--- src/rtl/mem_ctrl_if.sv ---
// Client/RAM-side signal bundle for mem_ctrl: fetch port, load/store port, byte RAM port.
// slave = the controller, master = the clients and RAM that face it.
interface mem_ctrl_if #(parameter int ADDR_W = 32);
    logic              if_req;
    logic [ADDR_W-1:0] if_addr;
    logic              if_flush;
    logic [31:0]       if_data;
    logic              if_done;
    logic              ls_req;
    logic              ls_we;
    logic [1:0]        ls_size;
    logic [ADDR_W-1:0] ls_addr;
    logic [31:0]       ls_wdata;
    logic [31:0]       ls_rdata;
    logic              ls_done;
    logic [7:0]        mem_din;
    logic [7:0]        mem_dout;
    logic [ADDR_W-1:0] mem_a;
    logic              mem_wr;
    logic              io_full;

    modport slave (
        input  if_req, if_addr, if_flush, ls_req, ls_we, ls_size, ls_addr, ls_wdata, mem_din, io_full,
        output if_data, if_done, ls_rdata, ls_done, mem_dout, mem_a, mem_wr
    );

    modport master (
        output if_req, if_addr, if_flush, ls_req, ls_we, ls_size, ls_addr, ls_wdata, mem_din, io_full,
        input  if_data, if_done, ls_rdata, ls_done, mem_dout, mem_a, mem_wr
    );
endinterface

--- src/rtl/mem_ctrl.sv ---
// Byte-wide RAM controller: 32-bit little-endian fetch words and 1/2/4-byte LSB loads/stores, LSB priority.
// Optional MEMCTRL_IO_STALL_EN: I/O stores (ls_addr[17:16]==2'b11) wait in IDLE while io_full is high.
//
// state | meaning
// IDLE  | arbitrate; LSB request beats a pending/new fetch
// READ  | issue base+k, capture mem_din on the following edge
// WRITE | drive base+k / byte k with mem_wr
// DONE  | one-cycle done pulse, then back to IDLE
module mem_ctrl #(parameter int ADDR_W = 32) (
    input logic       clk,
    input logic       rst,
    mem_ctrl_if.slave bus
);
    typedef enum logic [1:0] {IDLE, READ, WRITE, DONE} state_t;

    state_t            state;
    logic              owner_fetch;
    logic [ADDR_W-1:0] base;
    logic [ADDR_W-1:0] pend_addr;
    logic              pend;
    logic [2:0]        cnt;
    logic [2:0]        last;
    logic [31:0]       wbuf;
    logic [31:0]       rbuf;

    logic [2:0]        nxt_idx;
    logic [2:0]        ls_last;
    logic [31:0]       rd_full;
    logic              io_block;
    logic              ls_win;
    logic              fetch_win;
    logic              fetch_busy;
    logic [ADDR_W-1:0] fetch_addr;

`ifdef MEMCTRL_IO_STALL_EN
    assign io_block = bus.ls_we && (bus.ls_addr[17:16] == 2'b11) && bus.io_full;
`else
    logic unused_io_full;
    assign unused_io_full = bus.io_full;
    assign io_block       = 1'b0;
`endif

    assign ls_win     = bus.ls_req && !io_block;
    // a same-cycle if_req is served directly so an idle fetch completes 5 cycles after its request
    assign fetch_win  = (pend || bus.if_req) && !bus.if_flush && !ls_win;
    assign fetch_addr = bus.if_req ? bus.if_addr : pend_addr;
    assign fetch_busy = (state != IDLE) && owner_fetch;
    assign nxt_idx    = cnt + 3'd1;
    assign ls_last    = (bus.ls_size == 2'd0) ? 3'd0 : (bus.ls_size == 2'd1) ? 3'd1 : 3'd3;

    always_comb begin
        rd_full = rbuf;
        rd_full[{cnt[1:0], 3'b000} +: 8] = bus.mem_din;
    end

    always_ff @(posedge clk) begin
        if (rst) begin
            state        <= IDLE;
            owner_fetch  <= 1'b0;
            base         <= '0;
            pend_addr    <= '0;
            pend         <= 1'b0;
            cnt          <= 3'd0;
            last         <= 3'd0;
            wbuf         <= '0;
            rbuf         <= '0;
            bus.if_data  <= '0;
            bus.if_done  <= 1'b0;
            bus.ls_rdata <= '0;
            bus.ls_done  <= 1'b0;
            bus.mem_a    <= '0;
            bus.mem_dout <= '0;
            bus.mem_wr   <= 1'b0;
        end else begin
            bus.if_done <= 1'b0;
            bus.ls_done <= 1'b0;

            if (bus.if_flush) begin
                pend <= 1'b0;
            end else if (bus.if_req && !fetch_busy) begin
                pend      <= 1'b1;
                pend_addr <= bus.if_addr;
            end

            case (state)
                IDLE: begin
                    cnt  <= 3'd0;
                    rbuf <= '0;
                    if (ls_win) begin
                        owner_fetch <= 1'b0;
                        base        <= bus.ls_addr;
                        last        <= ls_last;
                        wbuf        <= bus.ls_wdata;
                        bus.mem_a   <= bus.ls_addr;
                        if (bus.ls_we) begin
                            state        <= WRITE;
                            bus.mem_wr   <= 1'b1;
                            bus.mem_dout <= bus.ls_wdata[7:0];
                        end else begin
                            state <= READ;
                        end
                    end else if (fetch_win) begin
                        owner_fetch <= 1'b1;
                        base        <= fetch_addr;
                        last        <= 3'd3;
                        bus.mem_a   <= fetch_addr;
                        pend        <= 1'b0;
                        state       <= READ;
                    end
                end
                READ: begin
                    if (owner_fetch && bus.if_flush) begin
                        state     <= IDLE;
                        bus.mem_a <= '0;
                    end else begin
                        rbuf <= rd_full;
                        if (cnt == last) begin
                            state     <= DONE;
                            bus.mem_a <= '0;
                            if (owner_fetch) begin
                                bus.if_data <= rd_full;
                                bus.if_done <= 1'b1;
                            end else begin
                                bus.ls_rdata <= rd_full;
                                bus.ls_done  <= 1'b1;
                            end
                        end else begin
                            cnt       <= nxt_idx;
                            bus.mem_a <= base + ADDR_W'(nxt_idx);
                        end
                    end
                end
                WRITE: begin
                    if (cnt == last) begin
                        state        <= DONE;
                        bus.mem_wr   <= 1'b0;
                        bus.mem_a    <= '0;
                        bus.mem_dout <= '0;
                        bus.ls_done  <= 1'b1;
                    end else begin
                        cnt          <= nxt_idx;
                        bus.mem_a    <= base + ADDR_W'(nxt_idx);
                        bus.mem_dout <= wbuf[{nxt_idx[1:0], 3'b000} +: 8];
                    end
                end
                DONE:    state <= IDLE;
                default: state <= IDLE;
            endcase
        end
    end
endmodule

--- src/flat_wrapper.sv ---
// flat-port wrapper written by rule: the top's interface ports become plain ports
module mem_ctrl_flat 
#(parameter int ADDR_W = 32)
  (clk, rst, bus_if_req, bus_if_addr, bus_if_flush, bus_ls_req, bus_ls_we, bus_ls_size, bus_ls_addr, bus_ls_wdata, bus_mem_din, bus_io_full, bus_if_data, bus_if_done, bus_ls_rdata, bus_ls_done, bus_mem_dout, bus_mem_a, bus_mem_wr);
  mem_ctrl_if #(.ADDR_W(ADDR_W)) bus_i ();
  input logic clk;
  input logic rst;
  input wire logic [$bits(bus_i.if_req)-1:0] bus_if_req;
  input wire logic [$bits(bus_i.if_addr)-1:0] bus_if_addr;
  input wire logic [$bits(bus_i.if_flush)-1:0] bus_if_flush;
  input wire logic [$bits(bus_i.ls_req)-1:0] bus_ls_req;
  input wire logic [$bits(bus_i.ls_we)-1:0] bus_ls_we;
  input wire logic [$bits(bus_i.ls_size)-1:0] bus_ls_size;
  input wire logic [$bits(bus_i.ls_addr)-1:0] bus_ls_addr;
  input wire logic [$bits(bus_i.ls_wdata)-1:0] bus_ls_wdata;
  input wire logic [$bits(bus_i.mem_din)-1:0] bus_mem_din;
  input wire logic [$bits(bus_i.io_full)-1:0] bus_io_full;
  output wire logic [$bits(bus_i.if_data)-1:0] bus_if_data;
  output wire logic [$bits(bus_i.if_done)-1:0] bus_if_done;
  output wire logic [$bits(bus_i.ls_rdata)-1:0] bus_ls_rdata;
  output wire logic [$bits(bus_i.ls_done)-1:0] bus_ls_done;
  output wire logic [$bits(bus_i.mem_dout)-1:0] bus_mem_dout;
  output wire logic [$bits(bus_i.mem_a)-1:0] bus_mem_a;
  output wire logic [$bits(bus_i.mem_wr)-1:0] bus_mem_wr;
  assign bus_i.if_req = bus_if_req;
  assign bus_i.if_addr = bus_if_addr;
  assign bus_i.if_flush = bus_if_flush;
  assign bus_i.ls_req = bus_ls_req;
  assign bus_i.ls_we = bus_ls_we;
  assign bus_i.ls_size = bus_ls_size;
  assign bus_i.ls_addr = bus_ls_addr;
  assign bus_i.ls_wdata = bus_ls_wdata;
  assign bus_i.mem_din = bus_mem_din;
  assign bus_i.io_full = bus_io_full;
  assign bus_if_data = bus_i.if_data;
  assign bus_if_done = bus_i.if_done;
  assign bus_ls_rdata = bus_i.ls_rdata;
  assign bus_ls_done = bus_i.ls_done;
  assign bus_mem_dout = bus_i.mem_dout;
  assign bus_mem_a = bus_i.mem_a;
  assign bus_mem_wr = bus_i.mem_wr;
  mem_ctrl #(.ADDR_W(ADDR_W)) u_core (.clk(clk), .rst(rst), .bus(bus_i));
endmodule
--- config.mk ---
export PLATFORM = sky130hd
export DESIGN_NAME = mem_ctrl_flat
export DESIGN_NICKNAME = d
export VERILOG_FILES = /design/src/rtl/mem_ctrl_if.sv /design/src/rtl/mem_ctrl.sv /design/src/flat_wrapper.sv
export SDC_FILE = /design/constraint.sdc
export NUM_CORES = 1
export LEC_CHECK = 0
export CELL_PAD_IN_SITES_DETAIL_PLACEMENT = 0
export CELL_PAD_IN_SITES_GLOBAL_PLACEMENT = 1
export CORE_AREA = 2 2 119 237
export CTS_CLUSTER_DIAMETER = 40
export DETAILED_ROUTE_END_ITERATION = 6
export DIE_AREA = 0 0 121 239
export PLACE_DENSITY = 0.87
export SETUP_SLACK_MARGIN = 0.5
export SYNTH_ARGS = -nofsm -noshare
export SYNTH_HDL_FRONTEND = slang
export SYNTH_SLANG_ARGS = --single-unit
export TNS_END_PERCENT = 30
--- constraint.sdc ---
create_clock -name clk -period 9.1 [get_ports clk]
set_input_delay 1.365 -clock clk [delete_from_list [all_inputs] [get_ports clk]]
set_output_delay 1.365 -clock clk [all_outputs]
set_load 0.005 [all_outputs]
# Yosys cells after proc, flatten, opt, wreduce, memory -nomap -nowiden
# Index checks and enable logic that the tools add are counted.
# word_totals
regBits	245
in_bits	113
out_inout_bits	107
# op_classes
n_bitwise	5
shifts	3
reduce_logical	27
add_sub_neg	3
eq_ne	10
n_mux	43
# ops
op	n
2-to-1 mux 32 bit	6
case mux 32 bit (3 select lines)	1
case mux 32 bit (2 select lines)	1
adder 32 x 3 -> 32 bit	1
bitwise mux 32 bit	1
variable shift 8 x 7 -> 32 bit (first input constant)	1
variable part select 32 x 6 -> 8 bit	1
variable part select 8 x 7 -> 32 bit	1
2-to-1 mux 8 bit	3
case mux 8 bit (2 select lines)	1
2-to-1 mux 1 bit	15
2-to-1 mux 3 bit	5
2-to-1 mux 2 bit	6
AND reduction 2 bit	6
AND reduction 4 bit	3
case mux 3 bit (3 select lines)	1
case mux 2 bit (4 select lines)	1
nonzero test 2 bit	4
negator 5 -> 7 bit	1
inequality test 2 bit (second input constant)	3
logical AND 1 bit	5
inverter 1 bit	5
equality test 2 x 1 -> 1 bit (second input constant)	2
equality test 2 bit (second input constant)	2
11 further kinds	15

# Longest topological paths before layout
# depth
depth_word	9
depth_mapped	10
depth_no_buf	8

# Least setup slack after synthesis
# No wires, ideal clock.
# synth_path
kind	reg-to-reg
start	register u_core.cnt[0]
end	register u_core.bus.mem_a[18]
t_required_ns	8.965
synth_period_minus_slack_ns	3.069
arrival_ns	2.934
setup_ns	0.135
stages_incl_launch_ff	11
n_path_buf	2
setup_slack_ns	6.031
cell_sequence	dfxtp_1 > buf_1 > inv_1 > ha_1 > fa_1 > a21oi_1 > or4_4 > buf_6 > o31a_1 > o21ai_1 > a211oi_2
# synth_between
elab_chain_cells	5
elab_cells_between_ends	6
# synth_rtl
element	line_no	rtl
start, declared	mem_ctrl.sv:21	logic [2:0] cnt;
start signal, assigned	mem_ctrl.sv:128	cnt <= nxt_idx;
start signal, assigned	mem_ctrl.sv:141	cnt <= nxt_idx;
adder 3 x 1 -> 3 bit	mem_ctrl.sv:48	assign nxt_idx = cnt + 3'd1;
adder 32 x 3 -> 32 bit	mem_ctrl.sv:129, mem_ctrl.sv:142	
2-to-1 mux 32 bit (*)	mem_ctrl.sv:117, mem_ctrl.sv:134	
2-to-1 mux 32 bit	mem_ctrl.sv:112	if (owner_fetch && bus.if_flush) begin
case mux 32 bit (3 select lines) (*)	mem_ctrl.sv:85	case (state)
end signal, assigned	mem_ctrl.sv:94	bus.mem_a <= bus.ls_addr;
end signal, assigned	mem_ctrl.sv:129	bus.mem_a <= base + ADDR_W'(nxt_idx);
end signal, assigned	mem_ctrl.sv:142	bus.mem_a <= base + ADDR_W'(nxt_idx);
end, declared	mem_ctrl_if.sv:24	output if_data, if_done, ls_rdata, ls_done, mem_dout, mem_a, mem_wr
# Mark *: on every way between the ends. The rest lies on a longest branch, timed or not.
# A chain may end at the register's enable or synchronous reset.

# Worst setup path after layout
# layout_path
start	register u_core.cnt[0]
end	register u_core.bus.mem_a[26]
# Same word-level chain as after synthesis.

==> results.toml <==
[global_routing]
grt_pass1_wl_um = 50300
antenna_found_initial = 0
gr-usage-all-layers_pct = 21.19
overflow = 0
grt_pass1_vias = 9939
grt_max_degree = 104

[place]
port-buffer-count = 218
dp.final_hpwl_um = 20930
dp.cells = 1847
placed_area_um2 = 13300
place_congestion = 0.8219

[critical_path]
slowest_delay_ns = 0.93
slowest_stage = "ha_1"
path_class = "register to register"
cp_max_fo = 18
path_cells = "inv_1 -> ha_1 -> fa_1 -> a21oi_1 -> or4_4 -> o31a_1 -> o21ai_1 -> a211oi_2"
critPathCaptureType = "register"
reg2reg_depth = 8
required_ns = 9.48
critPathArrivalTime_ns = 4.56
start_kind = "register"

[synth]
yosysTopAreaCell = "dfxtp_1"
synth_top_area_share_pct = 44.44
ys_types = 56
synth.avg_cell_area_um2 = 8.041
synthArstFlopShare_pct = 0
postSynthCellCount = 1367
syn_area_um2 = 10990
synth_edf_count = 0
synthesis.nets = 1494
ys_seq_elements = 244
synthTopCellsByArea = "dfxtp_1 44%, a21oi_1 8.7%, nand2_1 8.5%"
yosysSeqAreaShare_pct = 44.44
synth-warning-count = 0
synth_ff_type = "dfxtp_1"

[sta]
rsz0062_at_grt = "false"
max_slew_margin_pct = 18.35
fin_skew_ns = 0.01850
fin_crit_ns = 4.185
setup_viol = 0
slew_violations = 0
setup-tns-final_ns = 0
worst_pin_slew_ns = 1.208
hold_slack_ns = 0.4532
max_freq_mhz = 239.0
finalCritPeriodShare_pct = 45.98
finalHoldViolations = 0

[power]
p_per_area_nw_per_um2 = 262.6
p_leak_nw = 5.052
vdd_drop_max_uv = 151.7

[clock_tree]
cts_max_level = 1
hold_buffers = 0
cts_tree = "done"
cts.reportedPaths.clkPinSlew_ns = 0.07
cts_sinks = 244
post_cts_resized = 0
insertion_delay_ns = 0.54
cts_buffer_depth = 3
cts_made_buffers = 25
cts-root-buf = "clkbuf_16"
postCtsSetupBuffers = 0

[finish]
drive_gt1_share_pct = 5.711
final_common_cell = "nand2_1"
finalNetCount = 1650
layout_common_cells = "250 x nand2_1, 244 x dfxtp_1, 215 x clkdlybuf4s50_1, 191 x a21oi_1, 176 x nor2_1"
n_antenna_cell = 0
stdcell_area_um2 = 14180
instances_no_fill = 1893
area_growth_pct = 29.02

[min_path]
hold_path.class = "register to register"
min_path_cells = 2

[routing]
firstDrtPassIters = 5
drc = 0
wl_um = 31350
drt-wirelength-per-cell_um = 16.56
avgViaCountPerCell = 5.424
drt_iter0_markers = 715
vias = 10270
drt.antenna.violating_nets = 0

[job]
drv_cap = 0

[die]
initial_utilization_pct = 40.38
core_um2 = 27220
io_pins = 220
die_x_um = 121
die_area_um2 = 28920
die_h_um = 239
rows = 86

[outcome]
status = "completed"
synth_stat cells (2+ instances only):
cell / number
xor2_1: 16
nand4_1: 12
nand3_1: 8
o21a_1: 4
o21bai_1: 4
ha_1: 13
a22oi_1: 6
mux2i_1: 32
buf_1: 4
nor3b_1: 3
a21boi_0: 2
nor4b_1: 2
and2_1: 2
or3_1: 2
nor4_2: 5
dfxtp_1: 244
nor2_1: 177
nor2b_1: 37
o21ai_1: 7
a222oi_1: 7
a2111oi_0: 2
and3_1: 2
a31oi_1: 5
buf_2: 21
a21o_1: 3
o32ai_1: 3
o21ai_0: 45
a21oi_1: 192
o31a_1: 8
clkbuf_1: 79
a221oi_1: 4
nor3_4: 2
nor3_1: 13
mux4_2: 8
a211oi_1: 87
nor4_1: 13
nor4bb_1: 3
inv_1: 15
nand2_1: 250
and4_1: 6
a211oi_2: 4
state kept, by name, indices dropped and copies added (netlist names):
register,count
u_core.base,32
u_core.bus.if_data,32
u_core.bus.if_done,1
u_core.bus.ls_done,1
u_core.bus.ls_rdata,32
u_core.bus.mem_a,32
u_core.bus.mem_dout,8
u_core.bus.mem_wr,1
u_core.cnt,3
u_core.last,2
u_core.owner_fetch,1
u_core.pend,1
u_core.pend_addr,32
u_core.rbuf,32
u_core.state,2
u_core.wbuf,32
path summary, 6_finish.rpt:
path                               end                start  slack, ns
hold reg to reg    u_core.pend_addr[4]  u_core.pend_addr[4]       0.45
setup reg to reg  u_core.bus.mem_a[26]        u_core.cnt[0]       4.92
setup / recovery  u_core.bus.mem_a[26]        u_core.cnt[0]       4.92
hold / removal     u_core.pend_addr[4]  u_core.pend_addr[4]       0.45
stage by stage:
stage / util [%] / power (mW) / worst slack, ns
3_3_place_gp: 48.87 / 2.617 / 4.879
5_1_grt: 52.09 / 3.944 / 4.619
4_1_cts: 52.07 / 3.746 / 4.841
6_report: 52.09 / 3.724 / 4.915
3_5_place_dp: 48.87 / 2.655 / 4.854
2_1_floorplan: - / 2.140 / 6.031
power breakdown:
group	internal (mW)	switching (mW)
Combinational	0.529	0.717
Sequential	1.25	0.138
Clock	0.645	0.442
Total	2.43	1.30
final cells by class:
type                            count  area [µm²]
Clock inverter                     10       148.9
Sequential cell                   244        4885
Multi-Input combinational cell   1003        5637
Timing Repair Buffer              234        2291
Clock buffer                       35       723.2
Fill cell                        2611       13040
Inverter                           15       56.30
Tap cell                          352       440.4
critical path, delay by kind of cell, from the launching register on:
| kind | cells | cell delay [ns] |
|---|---|---|
| adders and majority gates | 2 | 1.28 |
| DFF | 1 | 0.86 |
| AOI/OAI and AO/OA | 4 | 0.81 |
| and+or+nand+nor | 1 | 0.71 |
| buffers and inverters | 1 | 0.33 |
layer usage:
metal | up-vias | wire length [µm] | track usage, %
li1 | 5073 | - | -
met4 | 0 | 900 | 7.118
met2 | 326 | 15360 | 36.86
met3 | 52 | 1827 | 3.006
met5 | - | 0 | 0
met1 | 4816 | 13260 | 26.58
cell families (layout without fill, tap and decap cells):
family                   Yosys count  in the layout  synth area share, %
XOR/XNOR                          17             17                1.355
adder cells (fa/ha/maj)           14             14                1.662
multiplexers                      40             40                4.553
buffers and inverters            120            294                4.405
AND/OR/NAND/NOR                  544            544                22.09
flip-flops                       244            244                44.44
AO/OA/AOI/OAI                    388            388                21.49
(Power assumes the default switching activity.)
